## config.mk

```make
export PLATFORM = sky130hd
export DESIGN_NAME = hazard_ctrl
export DESIGN_NICKNAME = d
export VERILOG_FILES = /design/src/rtl/hazard_ctrl_pkg.sv /design/src/rtl/scoreboard.sv /design/src/rtl/hazard_ctrl.sv
export SDC_FILE = /design/constraint.sdc
export NUM_CORES = 1
export LEC_CHECK = 0
export ABC_AREA = 1
export CELL_PAD_IN_SITES_DETAIL_PLACEMENT = 0
export CELL_PAD_IN_SITES_GLOBAL_PLACEMENT = 1
export CORE_ASPECT_RATIO = 1.2
export CORE_MARGIN = 4
export CORE_UTILIZATION = 37
export DETAILED_ROUTE_END_ITERATION = 10
export GPL_TIMING_DRIVEN = 0
export PLACE_DENSITY_LB_ADDON = 0.1
export SLEW_MARGIN = 20
export SYNTH_ARGS = -nofsm -noshare
export SYNTH_HDL_FRONTEND = slang
export SYNTH_SLANG_ARGS = --single-unit
```

## constraint.sdc

```tcl
create_clock -name clk -period 9.89 [get_ports clk]
set_input_delay 2.967 -clock clk [delete_from_list [all_inputs] [get_ports clk]]
set_output_delay 2.967 -clock clk [all_outputs]
set_load 0.01 [all_outputs]
```

## src/rtl/hazard_ctrl_pkg.sv

```systemverilog
// Shared constants and helpers for the load-hazard controller.
// Holds the register-file size, default load depth and the NOP encoding.
package hazard_ctrl_pkg;
    localparam int          NUM_REGS   = 32;
    localparam int          MAX_LD_DEF = 2;
    localparam logic [31:0] NOP_INSN   = 32'h0000_0013;

    function automatic logic [NUM_REGS-1:0] onehot(input logic [4:0] idx);
        onehot      = '0;
        onehot[idx] = 1'b1;
    endfunction
endpackage

```

## src/rtl/scoreboard.sv

```systemverilog
// Purpose: per-register pending-load bitmap with outstanding-load counter and sticky error.
// Latency: set/clear visible one edge after the request; no backpressure, set wins over clear.
// Backpressure: none, the caller guarantees it never issues beyond capacity.
module scoreboard
    import hazard_ctrl_pkg::*;
(
    input  logic                clk,
    input  logic                rst,
    input  logic                set_en,
    input  logic [4:0]          set_idx,
    input  logic                ret_vld,
    input  logic [4:0]          ret_idx,
    output logic [NUM_REGS-1:0] busy,
    output logic [1:0]          ld_cnt,
    output logic                err
);
    logic                ret_hit;
    logic [NUM_REGS-1:0] set_mask;
    logic [NUM_REGS-1:0] clr_mask;

    assign ret_hit  = ret_vld && busy[ret_idx];
    assign set_mask = set_en  ? onehot(set_idx) : '0;
    assign clr_mask = ret_hit ? onehot(ret_idx) : '0;

    always_ff @(posedge clk) begin
        if (rst) begin
            busy   <= '0;
            ld_cnt <= '0;
            err    <= 1'b0;
        end else begin
            // clear first, then set, so a same-index return and reissue stays busy
            busy   <= (busy & ~clr_mask) | set_mask;
            ld_cnt <= ld_cnt + 2'(set_en) - 2'(ret_hit);
            if (ret_vld && !ret_hit)
                err <= 1'b1;
        end
    end
endmodule

```

## src/rtl/hazard_ctrl.sv

```systemverilog
// Purpose: detects RAW/WAW/capacity hazards on outstanding loads and prioritises jump flushes.
// Latency: stall/bubble/flush are combinational (zero cycle); scoreboard updates at the next edge.
// Backpressure: HC_stall holds PC/IF/ID; all outputs forced low while rst is high.
module hazard_ctrl
    import hazard_ctrl_pkg::*;
#(
    parameter int MAX_LD = MAX_LD_DEF
)(
    input  logic                clk,
    input  logic                rst,
    input  logic                ID_vld,
    input  logic [4:0]          ID_rs1,
    input  logic [4:0]          ID_rs2,
    input  logic                ID_rs1_use,
    input  logic                ID_rs2_use,
    input  logic [4:0]          ID_rd,
    input  logic                ID_rd_vld,
    input  logic                ID_is_load,
    input  logic                EX_jump,
    input  logic                MEM_ld_done,
    input  logic [4:0]          MEM_ld_rd,
    output logic                HC_stall,
    output logic                HC_bubble_ex,
    output logic                HC_flush_id,
    output logic [NUM_REGS-1:0] HC_busy,
    output logic [1:0]          HC_ld_cnt,
    output logic                HC_err
);
    logic [NUM_REGS-1:0] clr_mask;
    logic [NUM_REGS-1:0] eff_busy;
    logic                ret_hit;
    logic                raw_haz;
    logic                waw_haz;
    logic                cap_haz;
    logic                any_haz;
    logic                issue;

    // a load returning this cycle no longer blocks its consumers
    assign clr_mask = MEM_ld_done ? onehot(MEM_ld_rd) : '0;
    assign eff_busy = HC_busy & ~clr_mask;
    assign ret_hit  = MEM_ld_done && HC_busy[MEM_ld_rd];

    assign raw_haz = ID_vld && ((ID_rs1_use && eff_busy[ID_rs1]) ||
                                (ID_rs2_use && eff_busy[ID_rs2]));
    assign waw_haz = ID_vld && ID_rd_vld && eff_busy[ID_rd];
    assign cap_haz = ID_vld && ID_is_load &&
                     (({1'b0, HC_ld_cnt} - {2'b00, ret_hit}) == 3'(MAX_LD));
    assign any_haz = raw_haz || waw_haz || cap_haz;

    always_comb begin
        HC_stall     = 1'b0;
        HC_bubble_ex = 1'b0;
        HC_flush_id  = 1'b0;
        if (!rst) begin
            if (EX_jump) begin
                HC_flush_id  = 1'b1;
                HC_bubble_ex = 1'b1;
            end else begin
                HC_stall     = any_haz;
                HC_bubble_ex = any_haz;
            end
        end
    end

    assign issue = ID_vld && ID_is_load && ID_rd_vld && (ID_rd != 5'd0) &&
                   !HC_stall && !EX_jump;

    scoreboard u_scoreboard (
        .clk     (clk),
        .rst     (rst),
        .set_en  (issue),
        .set_idx (ID_rd),
        .ret_vld (MEM_ld_done),
        .ret_idx (MEM_ld_rd),
        .busy    (HC_busy),
        .ld_cnt  (HC_ld_cnt),
        .err     (HC_err)
    );
endmodule

```

# Word level (Yosys, flattened, before mapping)
# Index checks and enable logic that the tools add are counted.
word_totals:
  ff_bits: 35
  input_bits: 29
  wordCells: 61
classes:
  addsub: 3
  magnitude_cmp: 6
  n_eq_ne: 1
  muxes: 21
  bitwise_logic: 5
  reduce_logical: 22
op_table:
  columns: ["op", "count"]
  rows:
  - ["32-bit 2-to-1 mux", 3]
  - ["32-bit bitwise AND", 2]
  - ["32-bit inverter", 2]
  - ["32-bit OR", 1]
  - ["5-bit by 6-bit < comparator with 1-bit output, second input constant", 4]
  - ["1-bit binary-select mux with 5-bit select", 4]
  - ["1-bit logical AND", 15]
  - ["1-bit 2-to-1 mux", 12]
  - ["1-bit demux with 5-bit select", 2]
  - ["5-bit by 1-bit >= comparator with 1-bit output, second input constant", 2]
  - ["5-bit nonzero test", 1]
  - ["3-bit by 2-bit == test with 1-bit output, second input constant", 1]
  - ["1-bit zero test", 3]
  - ["1-bit logical OR", 3]
  - ["2-bit by 1-bit subtractor with 3-bit output", 1]
  - ["2-bit by 1-bit adder with 2-bit output", 1]
  - ["2-bit by 1-bit subtractor with 2-bit output", 1]

# Depth between registers and ports, before layout
# Gate-level depths: netlist of run 1.
depth:
  depth_word: 21
  ltp_mapped: 23
  depth_no_buf: 21

# Hierarchy
# Synthesis of run 1 repeated with hierarchy kept, for this count alone.
unflattened:
  hier_cells: 707
  area_unflattened_um2: 4055.1
modules_own_cells:
  columns: ["module", "n_inst", "cells_per_inst", "area_each_um2", "seq_area_each_um2"]
  rows:
  - ["scoreboard", 1, 354, 2356.0, 700.7]
  - ["hazard_ctrl", 1, 353, 1699.1, 0.0]

# Worst setup path after synthesis of run 1
# OpenSTA, ideal clock, no wires.
synth_path:
  kind: "input -> output"
  start: "in MEM_ld_rd[1]"
  end: "out HC_stall"
  arrival_ps: 5518
  slack_ps: 1405
  stages: 18
  path_cell_list: "buf_4 -> inv_1 -> nand2_1 -> inv_1 -> a22oi_1 -> o211ai_1 -> nand2_1 -> nand4_1 -> a2111oi_0 -> nor2_1 -> ha_1 -> ha_1 -> nor4b_1 -> nor2_1 -> nand3_1 -> nand3_2 -> buf_6 -> inv_1"
synth_between:
  elab_chain_cells: 16
  elab_cells_between_ends: 29
  classes_between: "add/sub (1); order compare (2); eq/ne (1); mux (13); bitwise (2); reduce/logical (10)"
synth_rtl:
  columns: ["item", "line", "source"]
  rows:
  - ["from (decl)", "hazard_ctrl.sv:21", "input logic [4:0] MEM_ld_rd,"]
  - ["5-bit by 6-bit < comparator with 1-bit output (not written as such) or 5-bit by 1-bit >= comparator with 1-bit output (tied branches)", "hazard_ctrl_pkg.sv:10", "onehot[idx] = 1'b1;"]
  - ["1-bit logical AND (not written as such)", "hazard_ctrl_pkg.sv:10", null]
  - ["1-bit 2-to-1 mux (not written as such)", "hazard_ctrl_pkg.sv:10", null]
  - ["1-bit demux with 5-bit select", "hazard_ctrl_pkg.sv:10", null]
  - ["32-bit 2-to-1 mux", "hazard_ctrl.sv:39", "assign clr_mask = MEM_ld_done ? onehot(MEM_ld_rd) : '0;"]
  - ["32-bit inverter", "hazard_ctrl.sv:40", "assign eff_busy = HC_busy & ~clr_mask;"]
  - ["32-bit bitwise AND", "hazard_ctrl.sv:40", null]
  - ["1-bit binary-select mux with 5-bit select (on tied branches)", "hazard_ctrl.sv:43, hazard_ctrl.sv:44", null]
  - ["1-bit 2-to-1 mux (on tied branches)", "hazard_ctrl.sv:43, hazard_ctrl.sv:44", null]
  - ["1-bit logical AND (on tied branches)", "hazard_ctrl.sv:43, hazard_ctrl.sv:44", null]
  - ["1-bit logical OR", "hazard_ctrl.sv:43", "assign raw_haz = ID_vld && ((ID_rs1_use && eff_busy[ID_rs1]) ||"]
  - ["1-bit logical AND", "hazard_ctrl.sv:43", null]
  - ["1-bit logical OR", "hazard_ctrl.sv:48", "assign any_haz = raw_haz || waw_haz || cap_haz;"]
  - ["1-bit logical OR (*)", "hazard_ctrl.sv:48", null]
  - ["1-bit 2-to-1 mux (*)", "hazard_ctrl.sv:55", "if (EX_jump) begin"]
  - ["1-bit 2-to-1 mux (*)", "hazard_ctrl.sv:54", "if (!rst) begin"]
  - ["to (decl)", "hazard_ctrl.sv:22", "output logic HC_stall,"]
# Every way passes the cells marked *; elsewhere a longest branch is shown, timed or not. The select of a mux whose other input is x is not followed.

# Worst setup path in the final report of run 1
layout_path:
  start: "in MEM_ld_rd[0]"
  end: "out HC_stall"
# Same word-level chain as after synthesis.

==> run_summary.xml, run 1 <==
<?xml version="1.0" encoding="UTF-8"?>
<metrics>
  <group name="drt">
    <metric name="first_pass_iters" unit="">5</metric>
    <metric name="detail_route.vias_per_cell" unit="">5.543</metric>
    <metric name="drcViolationCount" unit="">0</metric>
    <metric name="route.final.wire_length" unit="µm">12870</metric>
    <metric name="dr_total_vias" unit="">4113</metric>
    <metric name="antenna_left" unit="">0</metric>
    <metric name="route.detailed.wl_per_inst" unit="µm">17.35</metric>
    <metric name="drt_iter0_markers" unit="">355</metric>
  </group>
  <group name="clock_tree">
    <metric name="cts.sinks" unit="">35</metric>
    <metric name="cts-buffers-inserted" unit="">5</metric>
    <metric name="clock-root-buffer" unit="">sky130_fd_sc_hd__clkbuf_8</metric>
    <metric name="clk_transition_reported_paths" unit="ns">0.07</metric>
    <metric name="postCtsSetupRepairBufs" unit="">0</metric>
    <metric name="tritoncts" unit="">done</metric>
    <metric name="h_tree_levels" unit="">2</metric>
    <metric name="clk_path_buf_depth" unit="">2</metric>
    <metric name="worst_skew_pair.late_latency" unit="ns">0.29</metric>
  </group>
  <group name="logic_synthesis">
    <metric name="post_synth_main_area_contributors" unit="">sky130_fd_sc_hd__nand3_1 28%, sky130_fd_sc_hd__dfxtp_1 22%, sky130_fd_sc_hd__nand2_1 17%</metric>
    <metric name="synth.cells.most_frequent" unit="">174 x sky130_fd_sc_hd__nand3_1, 144 x sky130_fd_sc_hd__nand2_1, 61 x sky130_fd_sc_hd__nor2_1, 49 x sky130_fd_sc_hd__inv_1, 37 x sky130_fd_sc_hd__a21oi_1</metric>
    <metric name="post_synth_instance_area" unit="µm²">3125</metric>
    <metric name="synthesis.yosys.warnings" unit="">0</metric>
    <metric name="synthArstFlopShare" unit="%">0</metric>
    <metric name="synthMostInstantiatedCell" unit="">sky130_fd_sc_hd__nand3_1</metric>
    <metric name="xor_xnor_fraction_of_synth_area" unit="%">0.2802</metric>
    <metric name="main_combinational_cell_family_by_area_after_synthesis" unit="">simple AND/OR/NAND/NOR gates</metric>
    <metric name="post_synthesis_simple_gate_area_fraction" unit="%">55.88</metric>
    <metric name="post_synth_num_cell_types" unit="">31</metric>
    <metric name="yosys_register_bits" unit="">35</metric>
    <metric name="synth_mux_area_share" unit="%">0</metric>
    <metric name="synth-adder-area-share" unit="%">1.601</metric>
    <metric name="synth.avg_cell_area" unit="µm²">5.581</metric>
    <metric name="netlist_instances" unit="">560</metric>
    <metric name="yosys.area.top_type" unit="">sky130_fd_sc_hd__nand3_1</metric>
    <metric name="synth_largest_type_area_fraction" unit="%">27.86</metric>
    <metric name="postSynth.topFlopCell" unit="">sky130_fd_sc_hd__dfxtp_1</metric>
    <metric name="ys_seq_area_share" unit="%">22.42</metric>
    <metric name="post_synthesis_compound_gate_area_fraction" unit="%">10.17</metric>
    <metric name="synth_edf_count" unit="">0</metric>
    <metric name="synthesis.nets" unit="">593</metric>
  </group>
  <group name="worst_setup_path">
    <metric name="cp-end-kind" unit="">output pin</metric>
    <metric name="worst-endpoint-arrival" unit="ns">6.74</metric>
    <metric name="worst-path-max-fanout" unit="">10</metric>
    <metric name="regToRegStartpoint" unit="">u_scoreboard.busy[28]</metric>
    <metric name="timing.critical_path.required" unit="ns">6.92</metric>
    <metric name="timing.critical_path.cells" unit="">clkdlybuf4s50_1 &gt; buf_4 &gt; nand2_1 &gt; inv_2 &gt; a22oi_1 &gt; nand3_1 &gt; nand2_1 &gt; nand4_1 &gt; a2111oi_4 &gt; nor2_2 &gt; ha_1 &gt; ha_1 &gt; nor4b_2 &gt; nor2_1 &gt; nand3_2 &gt; nand3_4 &gt; buf_6 &gt; inv_1 &gt; clkdlybuf4s50_1</metric>
    <metric name="cp_launch_type" unit="">primary input</metric>
    <metric name="crit-reg2reg-capture" unit="">u_scoreboard.ld_cnt[1]</metric>
    <metric name="timing.critical_path.depth" unit="">19</metric>
    <metric name="reg2reg_slack" unit="ns">6.41</metric>
    <metric name="max_stage_delay" unit="ns">0.52</metric>
    <metric name="cell_type_group_with_the_largest_total_delay_on_the_critical_path" unit="">buffers and inverters</metric>
    <metric name="critical_path_class" unit="">primary input to output pin</metric>
    <metric name="worstPathBufferInverterCount" unit="">6</metric>
    <metric name="worst_r2r_path_depth" unit="">19</metric>
    <metric name="critical-path-slowest-cell" unit="">sky130_fd_sc_hd__clkdlybuf4s50_1</metric>
  </group>
  <group name="timing">
    <metric name="finalSetupTns" unit="ns">0</metric>
    <metric name="grt_setup_unrepaired" unit="">false</metric>
    <metric name="worst-slew-pin-transition" unit="ns">0.5998</metric>
    <metric name="maxSlewViolCount" unit="">0</metric>
    <metric name="fmax" unit="MHz">103.0</metric>
    <metric name="whs" unit="ns">0.4558</metric>
    <metric name="timing.final.hold_violations" unit="">0</metric>
    <metric name="finalClockSkew" unit="ns">0.01276</metric>
    <metric name="finalSetupViolCount" unit="">0</metric>
    <metric name="maxSlewHeadroom" unit="%">59.71</metric>
    <metric name="fin_crit_sh" unit="%">98.15</metric>
    <metric name="fin_crit" unit="ns">9.707</metric>
  </group>
  <group name="power_and_ir_drop">
    <metric name="worst_ir_drop_vdd" unit="mV">0.08061</metric>
    <metric name="total_leakage_power" unit="nW">1.546</metric>
    <metric name="power_density" unit="nW/µm²">80.80</metric>
  </group>
  <group name="cells_and_area">
    <metric name="final-seq-area" unit="µm²">700.7</metric>
    <metric name="antenna_cells" unit="">0</metric>
    <metric name="n_fill_cell" unit="">948</metric>
    <metric name="finalNetCount" unit="">661</metric>
    <metric name="layoutNonFillerInstCount" unit="">742</metric>
    <metric name="areaGrowthSynthToFinish" unit="%">28.18</metric>
    <metric name="multi_input_area" unit="µm²">2163</metric>
    <metric name="drive_gt1_share" unit="%">4.459</metric>
    <metric name="finalInstanceArea" unit="µm²">4006</metric>
  </group>
  <group name="floorplan">
    <metric name="floorplan.die_area" unit="µm²">9988</metric>
    <metric name="placeableCoreArea" unit="µm²">8198</metric>
    <metric name="die_x" unit="µm">91.90</metric>
    <metric name="floorplan.initialDensity" unit="%">38.13</metric>
    <metric name="rows" unit="">36</metric>
    <metric name="fp.dieH" unit="µm">108.7</metric>
    <metric name="pin_count" unit="">67</metric>
  </group>
  <group name="placed_design">
    <metric name="placement.io_buffers" unit="">61</metric>
    <metric name="numPlacedInstances" unit="">735</metric>
    <metric name="gp_congestion" unit="">0.9823</metric>
    <metric name="detailed_place_hpwl" unit="µm">10650</metric>
    <metric name="dpl_cell_area" unit="µm²">3879</metric>
  </group>
  <group name="hold_path">
    <metric name="hold_crit_endpoint" unit="">u_scoreboard.err</metric>
    <metric name="path_class_of_the_lowest_slack_min_delay_path" unit="">register to register</metric>
    <metric name="hold_depth" unit="">2</metric>
    <metric name="hold_path.startpoint" unit="">u_scoreboard.err</metric>
  </group>
  <group name="run_status">
    <metric name="outcome" unit="">completed</metric>
  </group>
  <group name="global_route">
    <metric name="grt_pass1_wl" unit="µm">20180</metric>
    <metric name="grt_antenna_before_repair" unit="">0</metric>
    <metric name="grt_start_max_net_pins" unit="">11</metric>
    <metric name="gr-total-overflow" unit="">0</metric>
    <metric name="number_of_global_route_vias_before_repair" unit="">3855</metric>
    <metric name="groute.usage.overall" unit="%">25.59</metric>
  </group>
  <group name="flow_run">
    <metric name="max_cap_violations" unit="">0</metric>
  </group>
</metrics>
==> placed cells by master (no fill, tap or decap) <==
cell and instances:
sky130_fd_sc_hd__xor2_1 1, sky130_fd_sc_hd__buf_6 3, sky130_fd_sc_hd__nand3_4 1, sky130_fd_sc_hd__a31oi_1 1
sky130_fd_sc_hd__nor3_1 3, sky130_fd_sc_hd__clkinv_2 1, sky130_fd_sc_hd__o21ai_0 1, sky130_fd_sc_hd__o21bai_1 1
sky130_fd_sc_hd__buf_2 4, sky130_fd_sc_hd__clkbuf_8 6, sky130_fd_sc_hd__nor3_2 1, sky130_fd_sc_hd__nor2_2 5
sky130_fd_sc_hd__nor4b_2 1, sky130_fd_sc_hd__nor2_1 60, sky130_fd_sc_hd__o211ai_1 2, sky130_fd_sc_hd__nand4_1 3
sky130_fd_sc_hd__buf_1 3, sky130_fd_sc_hd__dfxtp_1 35, sky130_fd_sc_hd__inv_1 48, sky130_fd_sc_hd__nor3b_1 1
sky130_fd_sc_hd__clkbuf_1 9, sky130_fd_sc_hd__nor2_4 1, sky130_fd_sc_hd__buf_4 2, sky130_fd_sc_hd__clkinv_1 1
sky130_fd_sc_hd__a21oi_1 37, sky130_fd_sc_hd__a22o_1 1, sky130_fd_sc_hd__o22ai_1 1, sky130_fd_sc_hd__nand3_1 173
sky130_fd_sc_hd__nand3_2 1, sky130_fd_sc_hd__ha_1 4, sky130_fd_sc_hd__inv_2 1, sky130_fd_sc_hd__a22oi_1 8
sky130_fd_sc_hd__a21boi_0 2, sky130_fd_sc_hd__clkdlybuf4s50_1 61, sky130_fd_sc_hd__nand2_1 144, sky130_fd_sc_hd__a2111oi_4 1
==> repair_timing <==
item / 4_1_cts / 5_1_grt
endpoints found under the setup margin: 2 / 2
gates resized for setup: 3 / 5
gates cloned: 0 / 0
pin swaps: 1 / 1
hold buffers: 0 / 0
==> worst reg2reg max path: stages (launching register included) <==
cell and delay, ns:
sky130_fd_sc_hd__dfxtp_1 0.38, sky130_fd_sc_hd__a22oi_1 0.22, sky130_fd_sc_hd__nand3_1 0.09, sky130_fd_sc_hd__nand2_1 0.07
sky130_fd_sc_hd__nand4_1 0.20, sky130_fd_sc_hd__a2111oi_4 0.41, sky130_fd_sc_hd__nor2_2 0.11, sky130_fd_sc_hd__ha_1 0.20
sky130_fd_sc_hd__ha_1 0.28, sky130_fd_sc_hd__nor4b_2 0.27, sky130_fd_sc_hd__nor2_1 0.09, sky130_fd_sc_hd__nand3_2 0.10
sky130_fd_sc_hd__nand3_4 0.13, sky130_fd_sc_hd__buf_6 0.17, sky130_fd_sc_hd__nand2_1 0.05, sky130_fd_sc_hd__inv_1 0.04
sky130_fd_sc_hd__ha_1 0.17, sky130_fd_sc_hd__xor2_1 0.19, sky130_fd_sc_hd__nand2_1 0.06, sky130_fd_sc_hd__nor3b_1 0.13
==> cell families (layout without fill, tap and decap cells) <==
| family | Yosys count | after routing |
|---|---|---|
| AO/OA/AOI/OAI | 55 | 55 |
| flip-flops | 35 | 35 |
| AND/OR/NAND/NOR | 394 | 394 |
| XOR/XNOR | 1 | 1 |
| buffers and inverters | 71 | 139 |
| adder cells (fa/ha/maj) | 4 | 4 |
==> report_power, final <==
group	total (mW)	leakage [nW]	switching [mW]	internal, mW
combinational	0.0782	1.22	0.0516	0.0265
sequential	0.142	0.282	0.000677	0.142
clock	0.103	0.0470	0.0486	0.0546
total	0.324	1.55	0.101	0.223
==> per-stage QoR <==
stage | utilization [%] | setup slack [ns] | power, mW
global placement | 47.31 | -0.4229 | 0.2214
finish | 48.87 | 0.1834 | 0.3237
CTS | 48.61 | 0.0009037 | 0.3240
floorplan | - | 1.405 | 0.1895
global route | 48.87 | 0.02759 | 0.3360
detailed placement | 47.31 | -0.4564 | 0.2214
==> registers in the layout, indices dropped and copies added (netlist names) <==
register             flops
u_scoreboard.err         1
u_scoreboard.ld_cnt      2
u_scoreboard.busy       32
==> routing by layer <==
layer | routed length [µm] | up-vias | global-route usage [%]
li1 | - | 2020 | -
met1 | 5488 | 1869 | 32.76
met2 | 6150 | 195 | 44.36
met3 | 874 | 29 | 3.382
met4 | 360 | 0 | 8.811
met5 | 0 | - | 0
==> area by class of cell <==
class                           count  area share (%)
Multi-Input combinational cell    454           54.00
Sequential cell                    35           17.49
Timing Repair Buffer               61           15.24
Inverter                           50           4.685
Tap cell                          114           3.560
Buffer                             21           2.842
Clock buffer                        6           2.061
Clock inverter                      1          0.1249
==> how the worst max path moves through the flow <==
stage                      start       end
floorplan           MEM_ld_rd[1]  HC_stall
global placement    MEM_ld_rd[0]  HC_stall
detailed placement  MEM_ld_rd[0]  HC_stall
CTS                 MEM_ld_rd[0]  HC_stall
global route        MEM_ld_rd[0]  HC_stall
finish              MEM_ld_rd[0]  HC_stall
No activity file was read; power rests on OpenSTA's default activity.
==> run 2, diff against run 1 <==
--- a/config.mk
+++ b/config.mk
@@ -12,8 +12,7 @@
 export CORE_MARGIN = 4
 export CORE_UTILIZATION = 37
 export DETAILED_ROUTE_END_ITERATION = 10
-export GPL_TIMING_DRIVEN = 0
-export PLACE_DENSITY_LB_ADDON = 0.1
+export PLACE_DENSITY = 0.82
 export SLEW_MARGIN = 20
 export SYNTH_ARGS = -nofsm -noshare
 export SYNTH_HDL_FRONTEND = slang
==> run 2 against run 1 <==
Effect of this change:
- combinational power down 0.9%
- final cell count down 1.1%
- register-to-register slack worse by 0.13 ns
- worst setup slack improved by 0.21 ns
- critical path depth shrank 2
- first-iteration DRC count grew 26%
- largest power group unchanged
- highest routed layer unchanged
==> run_summary.xml, run 2 (same netlist as run 1, synthesis figures left out) <==
<?xml version="1.0" encoding="UTF-8"?>
<metrics>
  <group name="cells_and_area">
    <metric name="largest_reg_flops" unit="">32</metric>
    <metric name="antenna_cells" unit="">0</metric>
    <metric name="layout_common_cells" unit="">174 x sky130_fd_sc_hd__nand3_1, 144 x sky130_fd_sc_hd__nand2_1, 65 x sky130_fd_sc_hd__clkdlybuf4s50_1</metric>
    <metric name="top_registers" unit="">u_scoreboard.busy x32, u_scoreboard.ld_cnt x2, u_scoreboard.err x1</metric>
    <metric name="regMostFlops" unit="">u_scoreboard.busy</metric>
    <metric name="final_common_cell" unit="">sky130_fd_sc_hd__nand3_1</metric>
    <metric name="areaGrowthSynthToFinish" unit="%">27.34</metric>
    <metric name="finalNetCount" unit="">652</metric>
    <metric name="drive_gt1_share" unit="%">3.710</metric>
  </group>
  <group name="clock_tree">
    <metric name="tritoncts" unit="">done</metric>
    <metric name="clk_transition_reported_paths" unit="ns">0.07</metric>
    <metric name="clock-root-buffer" unit="">sky130_fd_sc_hd__clkbuf_8</metric>
    <metric name="h_tree_levels" unit="">2</metric>
    <metric name="cts-buffers-inserted" unit="">5</metric>
    <metric name="clk_path_buf_depth" unit="">2</metric>
    <metric name="cts-hold-fix-buffers" unit="">0</metric>
    <metric name="postCtsSetupRepairBufs" unit="">0</metric>
    <metric name="worst_skew_pair.late_latency" unit="ns">0.29</metric>
    <metric name="cts.sinks" unit="">35</metric>
    <metric name="post_cts.resized_instances" unit="">0</metric>
  </group>
  <group name="worst_setup_path">
    <metric name="crit-reg2reg-capture" unit="">u_scoreboard.ld_cnt[1]</metric>
    <metric name="reg2reg_slack" unit="ns">6.28</metric>
    <metric name="critical_path_class" unit="">primary input to output pin</metric>
    <metric name="cp_launch_type" unit="">primary input</metric>
    <metric name="worst-endpoint-arrival" unit="ns">6.53</metric>
    <metric name="regToRegStartpoint" unit="">u_scoreboard.busy[28]</metric>
    <metric name="cp-end-kind" unit="">output pin</metric>
    <metric name="worst_r2r_path_depth" unit="">19</metric>
    <metric name="timing.critical_path.required" unit="ns">6.92</metric>
    <metric name="worst-path-max-fanout" unit="">17</metric>
  </group>
  <group name="timing">
    <metric name="fin_crit_sh" unit="%">96.04</metric>
    <metric name="finalSetupViolCount" unit="">0</metric>
    <metric name="finalClockSkew" unit="ns">0.004567</metric>
    <metric name="finalSetupTns" unit="ns">0</metric>
    <metric name="maxSlewHeadroom" unit="%">33.48</metric>
    <metric name="timing.final.hold_violations" unit="">0</metric>
    <metric name="maxSlewViolCount" unit="">0</metric>
    <metric name="fmax" unit="MHz">105.3</metric>
    <metric name="whs" unit="ns">0.4488</metric>
    <metric name="setup_ws" unit="ns">0.3917</metric>
    <metric name="fin_crit" unit="ns">9.498</metric>
    <metric name="worst-slew-pin-transition" unit="ns">0.9968</metric>
    <metric name="grt_setup_unrepaired" unit="">false</metric>
  </group>
  <group name="power_and_ir_drop">
    <metric name="netSwitchingPower" unit="mW">0.1026</metric>
    <metric name="share_of_power_burned_in_the_clock_network" unit="%">34.2</metric>
    <metric name="finalPower" unit="mW">0.3344</metric>
    <metric name="sequentialPowerShare" unit="%">42.6</metric>
    <metric name="total_leakage_power" unit="nW">1.544</metric>
    <metric name="worst_ir_drop_vdd" unit="mV">0.07003</metric>
    <metric name="power_density" unit="nW/µm²">84.01</metric>
    <metric name="intPower" unit="mW">0.2318</metric>
    <metric name="p_sw_share" unit="%">30.69</metric>
    <metric name="power.share.combinational" unit="%">23.2</metric>
  </group>
  <group name="drt">
    <metric name="route.detailed.wl_per_inst" unit="µm">18.35</metric>
    <metric name="drcViolationCount" unit="">0</metric>
    <metric name="dr_total_vias" unit="">4176</metric>
    <metric name="first_pass_iters" unit="">6</metric>
    <metric name="route.final.wire_length" unit="µm">13470</metric>
    <metric name="antenna_left" unit="">0</metric>
    <metric name="drt_iter0_markers" unit="">447</metric>
    <metric name="detail_route.vias_per_cell" unit="">5.689</metric>
  </group>
  <group name="placed_design">
    <metric name="detailed_place_hpwl" unit="µm">10670</metric>
    <metric name="gp_congestion" unit="">0.9714</metric>
    <metric name="placement.io_buffers" unit="">66</metric>
    <metric name="dp_slack" unit="ns">0.1078</metric>
  </group>
  <group name="global_route">
    <metric name="grt_pass1_wl" unit="µm">21200</metric>
    <metric name="grt_antenna_before_repair" unit="">0</metric>
    <metric name="grt_start_max_net_pins" unit="">38</metric>
    <metric name="groute.usage.overall" unit="%">27.18</metric>
    <metric name="gr-total-overflow" unit="">0</metric>
    <metric name="number_of_global_route_vias_before_repair" unit="">3866</metric>
  </group>
  <group name="floorplan">
    <metric name="pin_count" unit="">67</metric>
    <metric name="rows" unit="">36</metric>
    <metric name="floorplan.initialDensity" unit="%">38.13</metric>
    <metric name="floorplan.die_area" unit="µm²">9988</metric>
    <metric name="die_x" unit="µm">91.90</metric>
    <metric name="fp.dieH" unit="µm">108.7</metric>
    <metric name="placeableCoreArea" unit="µm²">8198</metric>
  </group>
  <group name="hold_path">
    <metric name="path_class_of_the_lowest_slack_min_delay_path" unit="">register to register</metric>
    <metric name="hold_crit_endpoint" unit="">u_scoreboard.err</metric>
    <metric name="hold_path.startpoint" unit="">u_scoreboard.err</metric>
    <metric name="hold_depth" unit="">2</metric>
  </group>
  <group name="flow_run">
    <metric name="max_cap_violations" unit="">0</metric>
  </group>
  <group name="run_status">
    <metric name="outcome" unit="">completed</metric>
  </group>
</metrics>
run 2: cell types whose count changed in the layout (fill, tap and decap cells not counted), moves of 3 or more:
cell / before / now
sky130_fd_sc_hd__buf_2: 4 / 0
sky130_fd_sc_hd__buf_6: 3 / 0
sky130_fd_sc_hd__clkbuf_1: 9 / 0
sky130_fd_sc_hd__clkdlybuf4s50_1: 61 / 65
sky130_fd_sc_hd__buf_1: 3 / 0
sky130_fd_sc_hd__buf_4: 2 / 7
run 2: layer usage:
layer | global-route usage, % | part of all wire (%) | vias up | wire [µm]
li1 | - | - | 1999 | -
met3 | 2.761 | 7.1 | 35 | 957
met2 | 45.35 | 46 | 212 | 6254
met4 | 11.89 | 3.6 | 0 | 487
met5 | 0 | 0 | - | 0
met1 | 35.70 | 43 | 1930 | 5768
run 2: power by group through the flow:
stage / sequential (mW) / clock, mW / combinational (mW)
after floorplan: 0.146 / 0 / 0.0438
after global placement: 0.146 / 0 / 0.0763
after detailed placement: 0.146 / 0 / 0.0763
after CTS: 0.142 / 0.118 / 0.0766
after global routing: 0.142 / 0.127 / 0.0843
final: 0.142 / 0.114 / 0.0775
run 2: area by class of cell:
class                           count  area [µm²]
Fill cell                         912        4218
Multi-Input combinational cell    454        2130
Timing Repair Buffer               73       715.7
Sequential cell                    35       700.7
Inverter                           50       187.7
Tap cell                          114       142.6
Clock buffer                        7       96.34
Clock inverter                      1       7.507
run 2: worst max path at each step:
stage	from	endpoint	slack (ns)	cells past startpoint
floorplan	MEM_ld_rd[1]	HC_stall	1.41	18
global placement	MEM_ld_rd[0]	HC_bubble_ex	0.21	17
detailed placement	MEM_ld_rd[0]	HC_bubble_ex	0.11	17
CTS	MEM_ld_rd[0]	HC_bubble_ex	0.07	17
global route	MEM_ld_rd[1]	HC_bubble_ex	0.06	17
finish	MEM_ld_rd[1]	HC_bubble_ex	0.39	17
run 2: stage by stage:
| stage | std cells | utilization (%) | area, µm² |
|---|---|---|---|
| 6_report | 734 | 48.55 | 3980 |
| 3_5_place_dp | 726 | 47.18 | 3867 |
| 4_1_cts | 734 | 48.44 | 3971 |
| 3_3_place_gp | 726 | 47.18 | 3867 |
| 2_1_floorplan | 560 | - | 3126 |
| 5_1_grt | 734 | 48.55 | 3980 |
run 2: worst max-delay path, cell delays in order:
cell and delay, ns:
sky130_fd_sc_hd__clkdlybuf4s50_1 0.47, sky130_fd_sc_hd__buf_4 0.22, sky130_fd_sc_hd__nor2_4 0.10, sky130_fd_sc_hd__a22oi_1 0.19, sky130_fd_sc_hd__nand3_1 0.09, sky130_fd_sc_hd__nand2_1 0.08, sky130_fd_sc_hd__nand4_1 0.12, sky130_fd_sc_hd__a2111oi_2 0.38
sky130_fd_sc_hd__nor2_1 0.19, sky130_fd_sc_hd__ha_1 0.23, sky130_fd_sc_hd__ha_1 0.27, sky130_fd_sc_hd__nor4b_1 0.31, sky130_fd_sc_hd__nor2_1 0.09, sky130_fd_sc_hd__nand3_1 0.11, sky130_fd_sc_hd__nand2_1 0.06, sky130_fd_sc_hd__a21oi_1 0.12
sky130_fd_sc_hd__clkdlybuf4s50_1 0.55
